### src/rtl/add_pipe_nbit.sv
// Pipelined WIDTH-bit adder/subtractor. The operation is split into STAGES ripple-carry
// chunks of WIDTH/STAGES bits, with one register stage per chunk and a valid flag carried alongside.
module add_pipe_nbit #(
  parameter int WIDTH  = 8,
  parameter int STAGES = 2
) (
  input  logic             clk,
  input  logic             reset,
  input  logic             in_valid,
  input  logic [WIDTH-1:0] A,
  input  logic [WIDTH-1:0] B,
  input  logic             CI,
  input  logic             SUB,
  output logic             out_valid,
  output logic [WIDTH-1:0] O,
  output logic             C,
  output logic             V
);

  localparam int CW = WIDTH / STAGES;

  // Subtraction becomes A + ~B + ~CI, so the chunks below only ever add.
  logic [WIDTH-1:0] b_eff;
  logic             cin_eff;

  assign b_eff   = SUB ? ~B : B;
  assign cin_eff = SUB ? ~CI : CI;

  genvar gi;
  generate
    for (gi = 0; gi < STAGES; gi++) begin : stage_g
      // RW: operand bits not yet consumed on entry; LW: result bits known on exit.
      localparam int RW = WIDTH - gi * CW;
      localparam int LW = (gi + 1) * CW;

      logic [RW-1:0] a_in;
      logic [RW-1:0] b_in;
      logic          carry_in;
      logic          valid_in;
      logic [CW:0]   sum;
      logic [LW-1:0] res_next;
      logic          valid_reg;
      logic          carry_reg;
      logic [LW-1:0] res_reg;

      assign sum = {1'b0, a_in[CW-1:0]} + {1'b0, b_in[CW-1:0]} + {{CW{1'b0}}, carry_in};

      if (gi == 0) begin : src_g
        assign a_in     = A;
        assign b_in     = b_eff;
        assign carry_in = cin_eff;
        assign valid_in = in_valid;
        assign res_next = sum[CW-1:0];
      end else begin : src_g
        assign a_in     = stage_g[gi-1].pass_g.a_reg;
        assign b_in     = stage_g[gi-1].pass_g.b_reg;
        assign carry_in = stage_g[gi-1].carry_reg;
        assign valid_in = stage_g[gi-1].valid_reg;
        assign res_next = {sum[CW-1:0], stage_g[gi-1].res_reg};
      end

      always_ff @(posedge clk) begin
        if (!reset) begin
          valid_reg <= 1'b0;
          carry_reg <= 1'b0;
          res_reg   <= '0;
        end else begin
          valid_reg <= valid_in;
          if (valid_in) begin
            res_reg   <= res_next;
            carry_reg <= sum[CW];
          end
        end
      end

      if (gi < STAGES - 1) begin : pass_g
        // Upper operand chunks still waiting for their stage, shifted down to bit 0.
        logic [RW-CW-1:0] a_reg;
        logic [RW-CW-1:0] b_reg;

        always_ff @(posedge clk) begin
          if (!reset) begin
            a_reg <= '0;
            b_reg <= '0;
          end else if (valid_in) begin
            a_reg <= a_in[RW-1:CW];
            b_reg <= b_in[RW-1:CW];
          end
        end
      end else begin : out_g
        // Carry into the MSB is recovered from the MSB sum bit of the top chunk.
        logic msb_carry;
        logic v_reg;

        assign msb_carry = a_in[CW-1] ^ b_in[CW-1] ^ sum[CW-1];

        always_ff @(posedge clk) begin
          if (!reset) begin
            v_reg <= 1'b0;
          end else if (valid_in) begin
            v_reg <= msb_carry ^ sum[CW];
          end
        end
      end
    end
  endgenerate

  assign out_valid = stage_g[STAGES-1].valid_reg;
  assign O         = stage_g[STAGES-1].res_reg;
  assign C         = stage_g[STAGES-1].carry_reg;
  assign V         = stage_g[STAGES-1].out_g.v_reg;

endmodule
### config.mk
export PLATFORM = sky130hd
export DESIGN_NAME = add_pipe_nbit
export DESIGN_NICKNAME = d
export VERILOG_FILES = /design/src/rtl/add_pipe_nbit.sv
export SDC_FILE = /design/constraint.sdc
export NUM_CORES = 1
export LEC_CHECK = 0
export BUFFER_PORTS_ARGS = -buffer_cell sky130_fd_sc_hd__buf_2
export CORE_MARGIN = 2
export CORE_UTILIZATION = 25
export DETAILED_ROUTE_END_ITERATION = 10
export GPL_TIMING_DRIVEN = 1
export SLEW_MARGIN = 0
export SYNTH_ARGS = -nofsm -noshare
export SYNTH_HDL_FRONTEND = slang
export SYNTH_SLANG_ARGS = --single-unit
export TNS_END_PERCENT = 1
### constraint.sdc
create_clock -name clk -period 2.3 [get_ports clk]
set_input_delay 0.46 -clock clk [delete_from_list [all_inputs] [get_ports clk]]
set_output_delay 0.46 -clock clk [all_outputs]
set_load 0.01 [all_outputs]
---- Word level (Yosys, flattened, before mapping) ----
Cells that the tools add are included.
word-level totals
  input port bits ......................... 21
  output and inout bits ................... 11
  word-level logic and storage cells ...... 20
  register bits after elaboration ......... 25
cells by class
  muxes and demuxes ....................... 2
  $add $sub $neg .......................... 4
  bitwise logic cells ..................... 5
operators with widths
  operator     count
  $add 4x4->5  2
  $add 5x1->5  2
  $mux 8       1
  $not 8->8    1
  $xor 1x1->1  3
  $mux 1       1
  $not 1->1    1

---- Logic depth before layout (Yosys ltp) ----
  depth after elaboration ................. 4
  gate-level depth with buffers ........... 7
  mapped depth without buffers ............ 7

---- Worst setup path before layout ----
Ideal clock, no wire load.
  path kind ............................... in2reg
  from .................................... input port SUB
  to ...................................... register stage_g[0].carry_reg
  arrival ................................. 2020 ps
  stages .................................. 7
  setup time .............................. 119 ps
  path buffers ............................ 1
  setup slack ............................. 160 ps
  cell sequence ........................... buf_2 -> xor2_1 -> fa_1 -> fa_1 -> a21o_1 -> a21oi_1 -> a21oi_1
between the ends
  word-level cells in the longest chain between the ends .. 3
RTL lines
  item                  line  RTL
  from (decl)           13    input logic SUB,
  $mux 8                26    assign b_eff = SUB ? ~B : B;
  $add 4x4->5           46    assign sum = {1'b0, a_in[CW-1:0]} + {1'b0, b_in[CW-1:0]} + {{CW{1'b0}}, carry_in};
  $add 5x1->5 (*)       46
  to (signal assigned)  71    carry_reg <= sum[CW];
  to (decl)             43    logic carry_reg;
Mark *: on every way between the ends. The rest lies on a longest branch, timed or not.
A chain may end at the register's enable or synchronous reset.

---- Final worst setup path ----
Same ends and word-level chain as after synthesis.

==> impl_results.md <==
* Total power draw at 0.933 mW
* Rows at 25
* Pre-CTS setup slack at 0.143 ns
* Worst Hold Endpoint: stage_g[0].pass_g.a_reg[1]
* Initial antenna violation count at 0
* Fin crit share at 81.4%
* Total wire length at 2240 um
* WL/cell at 10.5 um
* Worst Hold Slack at 0.444 ns
* Vias in the first global route at 855
* # DRC at 0
* HPWL after detailed placement at 1660 um
* Critical Path Max Stage Delay at 0.43 ns
* Post-synthesis mux area share at 9.61%
* Layout Skew at 0.00637 ns
* Leakage at 0.718 nW
* CTS H-Tree Depth at 1
* CTS tree: yes
* Routed vias at 853
* Drt first pass iters at 4
* Clock buffer depth at 2
* Hold buffer count at cts at 0
* Final hold vios at 0
* Flop2flop setup slack at 0.57 ns
* Register area share after synthesis at 40.0%
* Power per cell area at 621 nW/um2
* Area growth from synthesis to layout at 20.1%
* Post-synth EDFFs at 0
* Status: completed
* Post-route cell area at 1500 um2
* WS Path Type: in2reg
* Post-synthesis cell count at 117
* FF-to-FF End: V
* Worst-path cell chain: buf_2, xor2_1, fa_1, fa_1, a21o_1, a21oi_1, a21oi_1
* I/O Pins at 32
* Worst Hold Depth at 3
* Synthesized area at 1250 um2
* CTS root buf: clkbuf_8
* Total grt overflow at 0
* Tot GR Track Use at 9.08%
* Placed cell count at 209
* Worst Min Path Start: A[5]
* Syn avg cell area at 10.7 um2
* Asr flop ratio synth at 0%
* Adder-cell share of the synthesized area at 12.4%
* CTS sink count at 25
* Final worst setup slack at 0.427 ns
* Synth Area in Simple Gates at 12.1%
* Layout cells sized above 1 at 25.3%
* Required @ worst endpoint at 2.44 ns
* Max cap viols at 0
* Final setup violating endpoints at 0
* Core Footprint at 4790 um2
* Buffers & Inverters on Critical Path at 1
* Count of input and output buffers at 31
* Reg clk slew, reported paths at 0.09 ns
* Fin Setup TNS at 0 ns
* Largest family of logic cells by synthesized area: compound AO/OA/AOI/OAI gates
* Commonest cells after routing, fill and taps aside: buf_2, dfxtp_1, nor2b_1, mux2i_1, xnor2_1
* Syn_nets at 148
* Clk_lat worst skew at 0.27 ns
* Placed cell areas at 1460 um2
* Flops & latches, synth at 25
* Crit path depth at 7
* Die ar. at 5580 um2
* Fillers at 496
* Final Max Tran Viols at 0
* Worst slew pin tran at 0.545 ns
* Complex-gate fraction of the synthesized area at 12.5%
* Crit path max fanout at 3
* RSZ-0062 raised after global routing: false
* Top_reg_cell synth: dfxtp_1
* F_max at 0.534 GHz
* Pin count of the biggest net entering global routing at 28
* Crit end category: register
* Worst r2r src: stage_g[0].carry_reg
* Peak VDD IR at 0.278 mV
* Routability cong. at 0.659
* Iteration-0 DRC Markers at 9
* CP Launch Point: SUB
* Max FFs per register at 8
* Layout Nets at 178
* Post-Synth XOR/XNOR Area at 9.11%
* R2R cell count at 7
* ANT nets after route at 0
* CP top delay family: adder cells
* Global-route wire length before repair at 3930 um
* Slowest cell on crit path: fa_1
* TritonCTS Buffers at 3
* Synth unique cells at 25
* Finished Core Util at 31.4%
* Syn. warnings at 0
* Die Span Y at 74.7 um
* Final Critical Period at 1.87 ns
* Layout Cells excl Fill at 213
* Vias per inst at 4.00
* Postcts setup bufs at 0
* # diodes at 0
* Starting Density at 26.1%
* Worst Hold Class: in2reg
* Most common cell after layout, fill and taps aside: buf_2
* Worst setup SP type: input pin
* Post-CTS Resized at 0
* Slew margin rel. at 63.6%
* Worst EP arrival at 2.01 ns
* Die X at 74.7 um
worst max path at each step:
| stage | end | slack [ns] |
|---|---|---|
| finish | stage_g[0].carry_reg | 0.43 |
| global route | stage_g[0].carry_reg | 0.38 |
| CTS | stage_g[0].carry_reg | 0.43 |
| detailed placement | stage_g[0].carry_reg | 0.14 |
| global placement | stage_g[0].carry_reg | 0.17 |
| floorplan | stage_g[0].carry_reg | 0.16 |
cells by family (layout without fill, tap and decap cells):
| logic type | after synthesis | after routing |
|---|---|---|
| adders and majority gates | 10 | 10 |
| DFF | 25 | 25 |
| buffers and inverters | 10 | 39 |
| and+or+nand+nor | 27 | 27 |
| xor gates and xnor gates | 13 | 13 |
| muxes | 12 | 12 |
| AOI/OAI and AO/OA | 20 | 20 |
report_power, final:
group | switching (mW) | internal, mW
sequential | 0.0226 | 0.465
clock | 0.142 | 0.121
combinational | 0.0865 | 0.0953
layer usage:
metal | track usage, % | routed length [um] | vias to the layer above
met2 | 13.4 | 904 | 22
met1 | 13.1 | 1220 | 372
met5 | 0 | 0 | -
li1 | - | - | 457
met4 | 3.57 | 11 | 0
met3 | 1.74 | 100 | 2
synthesized netlist by cell type (2+ instances only):
cell / count / area share (%)
o211a_1: 7 / 5.6
xnor2_1: 8 / 5.6
buf_2: 3 / 1.2
nor2b_1: 13 / 6.5
buf_4: 3 / 1.8
fa_1: 4 / 6.4
mux2i_1: 12 / 9.6
a21oi_1: 4 / 1.6
a21o_1: 3 / 1.8
o21ai_0: 2 / 0.80
xor2_1: 5 / 3.5
dfxtp_1: 25 / 40
nand3b_1: 2 / 1.2
and2_1: 2 / 1.0
nand2_1: 7 / 2.1
inv_1: 3 / 0.90
ha_1: 6 / 6.0
area by class of cell:
cell class	count	area, um2	area share, %
multi-input combinational	82	697	46.4
sequential	25	500	33.3
timing repair buffer	32	163	10.8
tap	67	83.8	5.58
clock buffer	3	41.3	2.75
inverter	3	11.3	0.750
clock inverter	1	5.00	0.333
worst reg2reg max path: cells and delay by family, from the launching register on:
kind | cells | cell delay [ns]
flops | 1 | 0.37
buf+inv | 1 | 0.06
fa+ha+maj | 2 | 0.60
simple gates | 1 | 0.16
xor+xnor | 1 | 0.18
compound gates | 2 | 0.23
Power figures use the tool's default switching activity.
